`src/rtl/btn_mem_writer_pkg.sv`:
```
// Shared types and constants for the button-driven memory writer:
// FSM state encoding, bus widths, button bit assignments and the
// wrapping address increment used by both manual and automatic stepping.
package btn_mem_writer_pkg;

    // Width of the RAM-stage write address and write data buses.
    localparam int ADDR_W = 16;
    localparam int DATA_W = 32;

    // Number of raw keys and their bit positions on the btn bus.
    localparam int BTN_W      = 3;
    localparam int BTN_DATA   = 0;
    localparam int BTN_ADDR   = 1;
    localparam int BTN_COMMIT = 2;

    // Mask selecting the commit key out of a per-key level vector.
    localparam logic [BTN_W-1:0] BTN_COMMIT_MASK = BTN_W'(1) << BTN_COMMIT;

    // Depth of the metastability synchronizer on each raw key.
    localparam int SYNC_STAGES = 2;

    // Writer FSM states.
    typedef enum logic [1:0] {
        IDLE         = 2'd0,
        WRITE        = 2'd1,
        WAIT_RELEASE = 2'd2
    } state_e;

    // Next write address with wrap: anything at or beyond the limit
    // returns to zero, so the address can never exceed the limit.
    function automatic logic [ADDR_W-1:0] addr_wrap_inc(
        input logic [ADDR_W-1:0] cur,
        input logic [ADDR_W-1:0] limit
    );
        if (cur >= limit) begin
            return '0;
        end
        return cur + 1'b1;
    endfunction

endpackage : btn_mem_writer_pkg

```
`src/rtl/btn_debounce.sv`:
```
// One raw active-low key: 2-FF synchronizer, counting debouncer and a
// registered press pulse. The accepted level only flips after
// DEBOUNCE_CYCLES consecutive cycles of a differing synchronized level;
// any bounce back to the accepted level restarts the count.
//
// Press pulses are held off after reset until the key has been seen
// released (either a debounced release, or a released input for the full
// synchronizer plus debounce window). A key held through reset therefore
// yields nothing until it is let go and pressed again.
module btn_debounce
    import btn_mem_writer_pkg::*;
#(
    parameter int DEBOUNCE_CYCLES = 500000
) (
    input  logic clk,
    input  logic rst_n,
    input  logic btn_n,
    output logic level,
    output logic press
);

    // Counter must hold both the debounce window and the post-reset
    // settle window (debounce window plus synchronizer depth).
    localparam int CNT_W = $clog2(DEBOUNCE_CYCLES + SYNC_STAGES + 1);
    localparam logic [CNT_W-1:0] CNT_LAST    = CNT_W'(DEBOUNCE_CYCLES - 1);
    localparam logic [CNT_W-1:0] SETTLE_LAST = CNT_W'(DEBOUNCE_CYCLES + SYNC_STAGES - 1);

    logic [SYNC_STAGES-1:0] sync_q, sync_d;
    logic                   level_q, level_d;
    logic [CNT_W-1:0]       cnt_q, cnt_d;
    logic                   prev_q, prev_d;
    logic                   press_q, press_d;
    logic                   armed_q, armed_d;
    logic [CNT_W-1:0]       settle_q, settle_d;
    logic                   raw_pressed;

    // Synchronized key in pressed-high polarity.
    assign raw_pressed = ~sync_q[SYNC_STAGES-1];

    // Next-state logic for synchronizer, debouncer, edge detector and arming.
    always_comb begin
        // NOTE: every variable gets a default before any branch so no
        // path leaves it unassigned, which would otherwise infer a latch.
        sync_d   = {sync_q[SYNC_STAGES-2:0], btn_n};
        level_d  = level_q;
        cnt_d    = '0;
        prev_d   = level_q;
        armed_d  = armed_q;
        settle_d = settle_q;

        // Count consecutive cycles of disagreement; accept on the last one.
        if (raw_pressed != level_q) begin
            if (cnt_q == CNT_LAST) begin
                level_d = raw_pressed;
            end else begin
                cnt_d = cnt_q + 1'b1;
            end
        end

        // Arm once the key is known to have been released since reset.
        if (!armed_q) begin
            if (level_q && !level_d) begin
                armed_d = 1'b1;
            end else if (!raw_pressed && !level_q) begin
                if (settle_q == SETTLE_LAST) begin
                    armed_d = 1'b1;
                end else begin
                    settle_d = settle_q + 1'b1;
                end
            end else begin
                settle_d = '0;
            end
        end

        // One-cycle pulse on the accepted released-to-pressed transition.
        press_d = armed_q & level_q & ~prev_q;
    end

    // State registers; reset puts every key in the released, unarmed state.
    always_ff @(posedge clk or negedge rst_n) begin
        if (!rst_n) begin
            sync_q   <= '1;
            level_q  <= 1'b0;
            cnt_q    <= '0;
            prev_q   <= 1'b0;
            press_q  <= 1'b0;
            armed_q  <= 1'b0;
            settle_q <= '0;
        end else begin
            // NOTE: non-blocking assignments so every flop samples the
            // values from before this edge, independent of statement order.
            sync_q   <= sync_d;
            level_q  <= level_d;
            cnt_q    <= cnt_d;
            prev_q   <= prev_d;
            press_q  <= press_d;
            armed_q  <= armed_d;
            settle_q <= settle_d;
        end
    end

    assign level = level_q;
    assign press = press_q;

endmodule : btn_debounce

```
`src/rtl/btn_mem_writer.sv`:
```
// Button-driven RAM writer. Three raw active-low keys step the data
// value, step the write address (wrapping at ADDR_MAX) and commit one
// write. A commit produces a single-cycle wren with addr/data held
// stable, then the FSM waits for the commit key to be released before
// accepting further key events.
//
// Build option BTN_MEM_WRITER_AUTOINC_EN: when defined, the address also
// advances (with wrap) on the cycle after each write.
module btn_mem_writer
    import btn_mem_writer_pkg::*;
#(
    parameter int DEBOUNCE_CYCLES = 500000,
    parameter int ADDR_MAX        = 255,
    parameter int DATA_STEP       = 1
) (
    input  logic              clk,
    input  logic              reset,
    input  logic [BTN_W-1:0]  btn,
    output logic              wren,
    output logic [ADDR_W-1:0] addr,
    output logic [DATA_W-1:0] data,
    output logic              busy
);

    localparam logic [ADDR_W-1:0] ADDR_LIMIT = ADDR_W'(ADDR_MAX);
    localparam logic [DATA_W-1:0] DATA_INC   = DATA_W'(DATA_STEP);

    logic [BTN_W-1:0]  level;
    logic [BTN_W-1:0]  press;
    logic              commit_held;

    state_e            state_q, state_d;
    logic [ADDR_W-1:0] addr_q, addr_d;
    logic [DATA_W-1:0] data_q, data_d;

    // One debouncer and press detector per key.
    for (genvar i = 0; i < BTN_W; i++) begin : g_btn
        btn_debounce #(
            .DEBOUNCE_CYCLES (DEBOUNCE_CYCLES)
        ) u_debounce (
            .clk   (clk),
            .rst_n (reset),
            .btn_n (btn[i]),
            .level (level[i]),
            .press (press[i])
        );
    end

    // Accepted (debounced) level of the commit key.
    assign commit_held = |(level & BTN_COMMIT_MASK);

    // Next-state, address and data update; commit outranks address, which
    // outranks data, and lower-priority events in the same cycle are dropped.
    always_comb begin
        state_d = state_q;
        addr_d  = addr_q;
        data_d  = data_q;

        unique case (state_q)
            IDLE: begin
                if (press[BTN_COMMIT]) begin
                    state_d = WRITE;
                end else if (press[BTN_ADDR]) begin
                    addr_d = addr_wrap_inc(addr_q, ADDR_LIMIT);
                end else if (press[BTN_DATA]) begin
                    data_d = data_q + DATA_INC;
                end
            end

            WRITE: begin
                // addr/data are untouched here, so they are stable under wren.
                state_d = WAIT_RELEASE;
`ifdef BTN_MEM_WRITER_AUTOINC_EN
                // Advance at the edge that ends WRITE, after the write lands.
                addr_d = addr_wrap_inc(addr_q, ADDR_LIMIT);
`else
                addr_d = addr_q;
`endif
            end

            WAIT_RELEASE: begin
                // Address/data events are ignored until commit is let go.
                if (!commit_held) begin
                    state_d = IDLE;
                end
            end

            default: begin
                state_d = IDLE;
            end
        endcase
    end

    // FSM, address and data registers with asynchronous clear.
    always_ff @(posedge clk or negedge reset) begin
        if (!reset) begin
            state_q <= IDLE;
            addr_q  <= '0;
            data_q  <= '0;
        end else begin
            state_q <= state_d;
            addr_q  <= addr_d;
            data_q  <= data_d;
        end
    end

    // Outputs decode straight from flops, so reset drops wren immediately.
    assign wren = (state_q == WRITE);
    assign busy = (state_q != IDLE);
    assign addr = addr_q;
    assign data = data_q;

endmodule : btn_mem_writer

```
`config.mk`:
```
export PLATFORM = sky130hd
export DESIGN_NAME = btn_mem_writer
export DESIGN_NICKNAME = d
export VERILOG_FILES = /design/src/rtl/btn_mem_writer_pkg.sv /design/src/rtl/btn_debounce.sv /design/src/rtl/btn_mem_writer.sv
export SDC_FILE = /design/constraint.sdc
export NUM_CORES = 1
export LEC_CHECK = 0
export ABC_CLOCK_PERIOD_IN_PS = 2500
export CORE_UTILIZATION = 25
export CTS_BUF_LIST = sky130_fd_sc_hd__clkbuf_2
export CTS_CLUSTER_SIZE = 16
export DETAILED_ROUTE_END_ITERATION = 10
export GPL_TIMING_DRIVEN = 0
export HOLD_SLACK_MARGIN = 0.12
export PLACE_DENSITY = 0.5
export SKIP_CTS_REPAIR_TIMING = 1
export SYNTH_ARGS = -nofsm -noshare
export SYNTH_HDL_FRONTEND = slang
export SYNTH_SLANG_ARGS = --single-unit
export TNS_END_PERCENT = 10
```
`constraint.sdc`:
```
create_clock -name clk -period 2.5 [get_ports clk]
set_input_delay 0.75 -clock clk [delete_from_list [all_inputs] [get_ports clk]]
set_output_delay 0.75 -clock clk [all_outputs]
set_load 0.02 [all_outputs]
```
* Word-level counts from Yosys, hierarchy flattened
Cells that the tools add are included.
** Word-level totals
- Bits in read-only memories :: 0
- Memories :: 0
- Register bits :: 182
- Bits in latches :: 0
- Output and inout port bits :: 50
- Word-level logic and storage cells :: 128
- RAM bits :: 0
** Cells by class
- Shift-type cells :: 0
- Divide/modulo/power cells :: 0
- $add $sub $neg :: 8
- $lt $le $gt $ge :: 1
- Reductions and logical operators :: 20
- Mux-type cells :: 39
- Bitwise gates (word level) :: 20
- Equality and inequality tests :: 16
- $mul :: 0
** Operator list (count)
- two-way mux 19 bit :: 12
- adder 19 x 1 -> 19 bit, second input constant :: 6
- == test 19 bit, second input constant :: 6
- adder 32 x 1 -> 32 bit, second input constant :: 1
- two-way mux 16 bit :: 2
- two-way mux 1 bit :: 22
- adder 16 x 1 -> 16 bit, second input constant :: 1
- >= comparator 16 x 8 -> 1 bit, second input constant :: 1
- NOT 1 bit :: 14
- AND reduction 3 bit :: 4
- inequality test 2 bit, second input constant :: 4
- bitwise AND 1 bit :: 6
- logical AND 1 bit :: 6
- zero test 1 bit :: 6
- one-hot mux 2 bit (3 select lines) :: 1
- two-way mux 2 bit :: 2
- AND reduction 4 bit :: 1
- inequality test 1 bit :: 3
- == test 2 x 1 -> 1 bit, second input constant :: 1
- == test 2 bit, second input constant :: 1
- zero test 2 bit :: 1
- inequality test 2 x 1 -> 1 bit, second input constant :: 1
- AND reduction 2 bit :: 1
- nonzero test 2 bit :: 1

* Logic depth before layout (Yosys ltp)
Gate-level depths: netlist (run 1).
- Depth after elaboration :: 7
- Mapped depth :: 10
- Depth with buffers taken out :: 7

* Cells and area by module
Synthesis (run 1) repeated with hierarchy kept, for this count alone.
** Second synthesis, totals
- Cells, all modules :: 917
- Area total of the unflattened synthesis :: 9335.2 sq um
** Modules (own cells, without submodules)
- btn_debounce :: times used 3, cells an instance 233, sequential area each 1103.6 sq um, area an instance 2319.7 sq um
- btn_mem_writer :: times used 1, cells an instance 218, sequential area each 1251.2 sq um, area an instance 2376.0 sq um

* Worst setup path after synthesis (run 1)
No wires, ideal clock.
- Path kind :: reg-to-reg
- Start :: register g_btn[2].u_debounce.sync_q[1]
- End :: register g_btn[2].u_debounce.settle_q[16]
- Buffers on the path :: 3
- Path slack :: 392 ps
- Arrival :: 2018 ps
- Library setup time :: 90 ps
- Stages on the path, launching flop included :: 10
- Cells stage by stage :: dfstp_2 > ha_1 > clkbuf_1 > nand4b_1 > nor4_1 > a31o_1 > buf_2 > clkbuf_1 > o31ai_1 > o31ai_4
** On the way
- Longest elaborated chain between the ends :: 7
** RTL lines
- start, declared :: line btn_debounce.sv:28 : logic [SYNC_STAGES-1:0] sync_q, sync_d;
- start signal, assigned :: line btn_debounce.sv:92 : sync_q <= sync_d;
- NOT 1 bit :: line btn_debounce.sv:38 : assign raw_pressed = ~sync_q[SYNC_STAGES-1];
- two-way mux 1 bit / inequality test 1 bit (equally long branches) :: line btn_debounce.sv:53, btn_debounce.sv:52
- two-way mux 1 bit :: line btn_debounce.sv:52 : if (raw_pressed != level_q) begin
- zero test 1 bit :: line btn_debounce.sv:62 : if (level_q && !level_d) begin
- logical AND 1 bit :: line btn_debounce.sv:62
- NOT 1 bit (no source line)
- AND reduction 3 bit (no source line)
- end signal, assigned :: line btn_debounce.sv:98 : settle_q <= settle_d;
- end, declared :: line btn_debounce.sv:34 : logic [CNT_W-1:0] settle_q, settle_d;
Several ways; a longest one is shown, not always the timed one.
A chain may end at the register's enable or synchronous reset.

* Final worst setup path (run 1)
- Start :: register g_btn[0].u_debounce.sync_q[1]
- End :: register g_btn[0].u_debounce.settle_q[18]
** On the way
- Longest elaborated chain between the ends :: 7
** RTL lines (line)
- start, declared :: btn_debounce.sv:28
- start signal, assigned :: btn_debounce.sv:92
- NOT 1 bit :: btn_debounce.sv:38
- two-way mux 1 bit / inequality test 1 bit (equally long branches) :: btn_debounce.sv:53, btn_debounce.sv:52
- two-way mux 1 bit :: btn_debounce.sv:52
- zero test 1 bit :: btn_debounce.sv:62
- logical AND 1 bit :: btn_debounce.sv:62
- NOT 1 bit (no source line)
- AND reduction 3 bit (no source line)
- end signal, assigned :: btn_debounce.sv:98
- end, declared :: btn_debounce.sv:34
Several ways; a longest one is shown, not always the timed one.

==> impl_metrics.env, run 1 <==
export IMPL_finalHoldViolCount=0
export IMPL_syn_area_per_cell_um2=9.85
export IMPL_ys_top_cells_by_area="dfrtp_1 (48%), o31ai_1 (4.6%), xor2_1 (3.9%)"
export IMPL_remaining_drc_errors=0
export IMPL_regArea_um2=4590
export IMPL_criticalPathCategory="flop to flop"
export IMPL_synth_fp_nets=955
export IMPL_ios=55
export IMPL_yosys_area_top_type="dfrtp_1"
export IMPL_max_vdd_ir_drop_uv=261
export IMPL_path_cells="ha_1, clkbuf_1, nand4_1, o31ai_2, buf_1, o21ai_0, o311ai_1"
export IMPL_synth_seq_area_share_pct=49.5
export IMPL_drtPass1Iterations=5
export IMPL_max_slew_margin_pct=28.4
export IMPL_holdCritStartpoint="btn[2]"
export IMPL_worstPathArrival_ns=3.09
export IMPL_grtUsageTotal_pct=11.6
export IMPL_clock_sinks=182
export IMPL_synth_distinct_cells=61
export IMPL_cp_buffers_inverters=2
export IMPL_num_vias=7237
export IMPL_worst_slew_pin_slew_ns=1.06
export IMPL_swShare_pct=27.7
export IMPL_p_sw_mw=1.32
export IMPL_synthesis_area_um2=9220
export IMPL_critPathLaunchType="flop"
export IMPL_rows=69
export IMPL_p_leak_nw=5.20
export IMPL_dp_cells=1452
export IMPL_rsz0062_at_grt="yes"
export IMPL_worstSetupEndpointType="flop"
export IMPL_slowest_stage="dfstp_2"
export IMPL_start_util_pct=25.7
export IMPL_antenna_found_initial=1
export IMPL_fmax_mhz=417
export IMPL_ys_warn_count=0
export IMPL_portBuffers=54
export IMPL_synth_edff_count=0
export IMPL_postRouteAntennaNets=0
export IMPL_clock_latency_ns=0.76
export IMPL_ys_seq_elements=182
export IMPL_fill_cells=3736
export IMPL_fin_util_pct=30.2
export IMPL_avgRoutedWirePerCell_um=14.2
export IMPL_synth_flop_cell="dfrtp_1"
export IMPL_grt_overflow=0
export IMPL_finalSetupViolCount=0
export IMPL_power_frac_seq_pct=63.4
export IMPL_slew_violations=0
export IMPL_area_growth_pct=17.4
export IMPL_worstHoldPathType="input port to flop"
export IMPL_grt_pass1_vias=7121
export IMPL_grt_pass1_wl_um=36600
export IMPL_fp_dieH_um=194
export IMPL_path_delay_family="buffers and inverters"
export IMPL_postSynthCellCount=936
export IMPL_crit_fanout=10
export IMPL_ctsRootBufferMaster="clkbuf_2"
export IMPL_layout_nets=1034
export IMPL_clkSlewWorstSetupHoldPaths_ns=0.31
export IMPL_core_area_um2=35900
export IMPL_internal_power_mw=3.44
export IMPL_place_congestion=0.800
export IMPL_cts_tree="yes"
export IMPL_fin_crit_sh_pct=95.9
export IMPL_stdcell_count=1490
export IMPL_rr_startpoint="g_btn[0].u_debounce.sync_q[1]"
export IMPL_cts_buffer_depth=2
export IMPL_worstSetupStartpoint="g_btn[0].u_debounce.sync_q[1]"
export IMPL_drt_iter0_drc=460
export IMPL_cts_buffers=17
export IMPL_async_reset_ff_share_pct=100
export IMPL_h_tree_depth=4
export IMPL_powerDensity_nw_per_um2=440
export IMPL_pwr_share_clk_pct=32.1
export IMPL_synth_common_cells="dfrtp_1 (176), nor2_1 (94), nand2_1 (71)"
export IMPL_multiInputGateArea_um2=4390
export IMPL_grt_max_degree=102
export IMPL_hpwl_um=14000
export IMPL_cap_violations=0
export IMPL_synth_most_common_cell="dfrtp_1"
export IMPL_combinationalPowerShare_pct=4.5
export IMPL_period_minus_slack_ns=2.40
export IMPL_vias_per_cell=4.86
export IMPL_synth_top_area_share_pct=47.8
export IMPL_final_cell_area_um2=10800
export IMPL_status="finished clean"
export IMPL_worstPathRequired_ns=3.19
export IMPL_die_w_um=194
export IMPL_finalWirelength_um=21100
export IMPL_p_total_mw=4.76
export IMPL_place_area_um2=10400
export IMPL_slowest_delay_ns=0.62
export IMPL_drive_gt1_share_pct=12.5
export IMPL_skew_ns=0.0549
export IMPL_die_area_um2=37700
## worst reg2reg max path: cells and delay by family (launching register included)
family	cells	cell delay (ns)
AOI/OAI and AO/OA	3	0.63
adders and majority gates	1	0.14
buffers and inverters	2	0.79
DFF	1	0.62
and+or+nand+nor	1	0.17
## metal layers
metal,vias to the layer above,global-route usage (%),share of wire [%]
met5,-,0,0
met4,0,2.41,0.91
met3,10,2.12,2.7
met2,105,18.3,45
met1,3568,16.4,52
li1,3554,-,-
## flip-flops by register name (all words and copies together), names as in the netlist
register / flops
g_btn.u_debounce.level: 3
addr: 16
state_q: 2
g_btn.u_debounce.cnt_q: 57
g_btn.u_debounce.armed_q: 3
g_btn.u_debounce.settle_q: 57
data: 32
g_btn.u_debounce.prev_q: 3
g_btn.u_debounce.sync_q: 6
g_btn.u_debounce.press: 3
## power by group through the flow
stage	logic, mW	clock network [mW]	registers, mW
2_1_floorplan	0.111	0	3.05
3_3_place_gp	0.213	0	3.06
3_5_place_dp	0.221	0	3.06
4_1_cts	0.222	1.63	3.02
5_1_grt	0.250	1.75	3.03
6_report	0.214	1.53	3.02
## metrics by stage
| stage | hold slack, ns | setup TNS (ns) | worst slack (ns) |
|---|---|---|---|
| final | 0.355 | 0 | 0.103 |
| after global routing | 0.205 | -1.62 | -0.169 |
| after CTS | -0.133 | -15.47 | -0.473 |
| after detailed placement | 0.349 | -2.79 | -0.184 |
| after global placement | 0.347 | -1354.38 | -7.53 |
| after floorplan | 0.345 | 0 | 0.392 |
## logic make-up after synthesis
| family | count (synthesis) | synth area share, % |
|---|---|---|
| multiplexers | 1 | 0.122 |
| XOR/XNOR | 82 | 7.87 |
| AO/OA/AOI/OAI | 190 | 14.6 |
| flip-flops | 182 | 49.5 |
| buffers and inverters | 67 | 3.28 |
| AND/OR/NAND/NOR | 400 | 22.8 |
| adder cells (fa/ha/maj) | 14 | 1.90 |
## worst paths after layout
check,end,slack (ns),cells past startpoint
min in group asynchronous,g_btn[0].u_debounce.cnt_q[9],0.50,2
worst max-delay path,g_btn[0].u_debounce.settle_q[18],0.10,7
worst min register to register,g_btn[2].u_debounce.sync_q[1],0.35,0
worst min-delay path,g_btn[2].u_debounce.sync_q[0],0.35,1
max in group asynchronous,data[12],1.02,3
worst max register to register,g_btn[0].u_debounce.settle_q[18],0.10,7
## final cells by class
cell class              count  share of cell area (%)
repair buffers             61                    6.77
multi-input cells         687                    40.5
inverters                  31                    1.07
clock inverters            15                    1.33
plain buffers              35                    1.74
flip-flops and latches    182                    42.4
well taps                 461                    5.33
diodes                      1                  0.0231
clock buffers              17                   0.786
## layout by cell type (no fill, tap or decap), types with 14 or more instances in the layout
master          instances
dfrtp_2                24
inv_1                  31
nand4_1                39
nor4_1                 14
xor2_1                 41
nand3_1                70
dfrtp_1               152
and3_1                 18
nand2_1                71
nor2_1                 94
xnor2_1                40
o31ai_1                56
clkbuf_2               21
a21oi_1                16
o21ai_0                51
dlymetal6s2s_1         48
Note: power is estimated with default switching activity, not from simulation.
==> run 2: changes to the inputs <==
SKIP_LAST_GASP = 1   (was default)
==> run 2 against run 1 <==
The flow now finishes with violations (negative setup slack). Register-to-register slack worse by 0.07 ns. Core utilization down 0.42 points. Highest routed layer unchanged. Wire length down 0.76%. Sequential cell count unchanged. Total power about the same. Final area down 1.4%.
==> impl_metrics.env, run 2 (synthesis results as in run 1) <==
export IMPL_clock_sinks=182
export IMPL_setup_ws_ns=-0.157
export IMPL_slowest_delay_ns=0.65
export IMPL_rsz0062_at_grt="yes"
export IMPL_place_area_um2=10400
export IMPL_remaining_drc_errors=0
export IMPL_drt_iter0_drc=420
export IMPL_area_growth_pct=15.8
export IMPL_violations="negative setup slack"
export IMPL_portBuffers=54
export IMPL_fin_util_pct=29.7
export IMPL_stdcell_count=1490
export IMPL_worstHoldPathType="input port to flop"
export IMPL_fill_cells=3757
export IMPL_power_frac_seq_pct=63.4
export IMPL_start_util_pct=25.7
export IMPL_clock_latency_ns=0.76
export IMPL_core_area_um2=35900
export IMPL_hpwl_um=14000
export IMPL_die_w_um=194
export IMPL_antenna_found_initial=1
export IMPL_internal_power_mw=3.44
export IMPL_dp_cells=1452
export IMPL_place_congestion=0.800
export IMPL_mostFrequentLayoutCell="dfrtp_1"
export IMPL_cts_buffer_depth=2
export IMPL_path_delay_family="buffers and inverters"
export IMPL_die_area_um2=37700
export IMPL_vias_per_cell=4.83
export IMPL_cts_buffers=17
export IMPL_period_minus_slack_ns=2.66
export IMPL_grt_pass1_wl_um=36600
export IMPL_drive_gt1_share_pct=11.0
export IMPL_fin_setup_tns_ns=-5.25
export IMPL_drtPass1Iterations=7
export IMPL_path_cells="clkdlybuf4s50_1"
export IMPL_num_vias=7196
export IMPL_skew_ns=0.0503
export IMPL_finalHoldViolCount=0
export IMPL_slew_violations=0
export IMPL_worstSetupEndpointType="output port"
export IMPL_layout_nets=1034
export IMPL_finalSetupViolCount=47
export IMPL_rows=69
export IMPL_p_total_mw=4.76
export IMPL_criticalPathCategory="flop to output port"
export IMPL_postRouteAntennaNets=0
export IMPL_layout_common_cells="dfrtp_1 (166), nor2_1 (94), nand2_1 (71), nand3_1 (70), o31ai_1 (57)"
export IMPL_p_leak_nw=4.34
export IMPL_max_slew_margin_pct=29.1
export IMPL_cp_buffers_inverters=1
export IMPL_fp_dieH_um=194
export IMPL_worst_slew_pin_slew_ns=1.05
export IMPL_finalWirelength_um=20900
export IMPL_worstPathRequired_ns=1.75
export IMPL_cts_tree="yes"
export IMPL_cap_violations=0
export IMPL_fmax_mhz=376
export IMPL_combinationalPowerShare_pct=4.5
export IMPL_final_cell_area_um2=10700
export IMPL_p_sw_mw=1.32
export IMPL_grt_max_degree=102
export IMPL_slowest_stage="clkdlybuf4s50_1"
export IMPL_critPathLaunchType="flop"
export IMPL_status="finished, violations left"
export IMPL_pwr_share_clk_pct=32.1
export IMPL_grt_overflow=0
export IMPL_fin_crit_sh_pct=106
export IMPL_grtUsageTotal_pct=11.6
export IMPL_swShare_pct=27.6
export IMPL_ctsRootBufferMaster="clkbuf_2"
export IMPL_ios=55
export IMPL_clkSlewWorstSetupHoldPaths_ns=0.30
export IMPL_powerDensity_nw_per_um2=446
export IMPL_grt_pass1_vias=7121
export IMPL_h_tree_depth=4
export IMPL_avgRoutedWirePerCell_um=14.0
export IMPL_worstPathArrival_ns=1.91
export IMPL_crit_fanout=6
export IMPL_max_vdd_ir_drop_uv=264
## run 2: cell count changes in the layout (fill, tap and decap cells not counted), sizes merged
cell and change:
clkbuf +1, dlymetal6s2s -47, clkdlybuf4s50 +47, buf -1
## run 2: routing by layer
layer,GRT usage [%],wire length [um],vias up
met4,2.41,189,0
met1,16.4,10800,3532
li1,-,-,3554
met2,18.3,9380,100
met5,0,0,-
met3,2.12,584,10
## run 2: final timing paths
| check | endpoint | cells past startpoint | slack, ns | start |
|---|---|---|---|---|
| setup reg to reg | g_btn[0].u_debounce.settle_q[18] | 7 | 0.03 | g_btn[0].u_debounce.sync_q[1] |
| setup / recovery | data[17] | 1 | -0.16 | data[17] |
| hold / removal | g_btn[2].u_debounce.sync_q[0] | 1 | 0.34 | btn[2] |
| hold reg to reg | g_btn[2].u_debounce.sync_q[1] | 0 | 0.38 | g_btn[2].u_debounce.sync_q[0] |
| max in group asynchronous | addr[0] | 3 | 1.02 | reset |
| min in group asynchronous | g_btn[0].u_debounce.cnt_q[9] | 2 | 0.50 | reset |
## run 2: final cells by class
| cell class | count | area (um^2) | share of cell area [%] |
|---|---|---|---|
| timing repair buffer | 61 | 616 | 5.76 |
| clock inverter | 15 | 144 | 1.35 |
| multi-input combinational | 687 | 4380 | 41.0 |
| sequential | 182 | 4570 | 42.8 |
| antenna | 1 | 2.50 | 0.0234 |
| buffer | 35 | 185 | 1.73 |
| inverter | 31 | 116 | 1.09 |
| clock buffer | 17 | 85.1 | 0.797 |
| tap | 461 | 577 | 5.40 |
## run 2: power by group through the flow
stage                     clock network, mW  logic [mW]  registers [mW]
after global routing                   1.75       0.249            3.03
final                                  1.53       0.213            3.02
after global placement                    0       0.213            3.06
after CTS                              1.63       0.222            3.02
after floorplan                           0       0.111            3.05
after detailed placement                  0       0.221            3.06
## run 2: metrics by stage
stage          setup WS (ns)  hold slack (ns)
6_report              -0.157            0.342
2_1_floorplan          0.392            0.345
4_1_cts               -0.473           -0.133
5_1_grt               -0.326            0.205
3_5_place_dp          -0.184            0.349
3_3_place_gp           -7.53            0.347
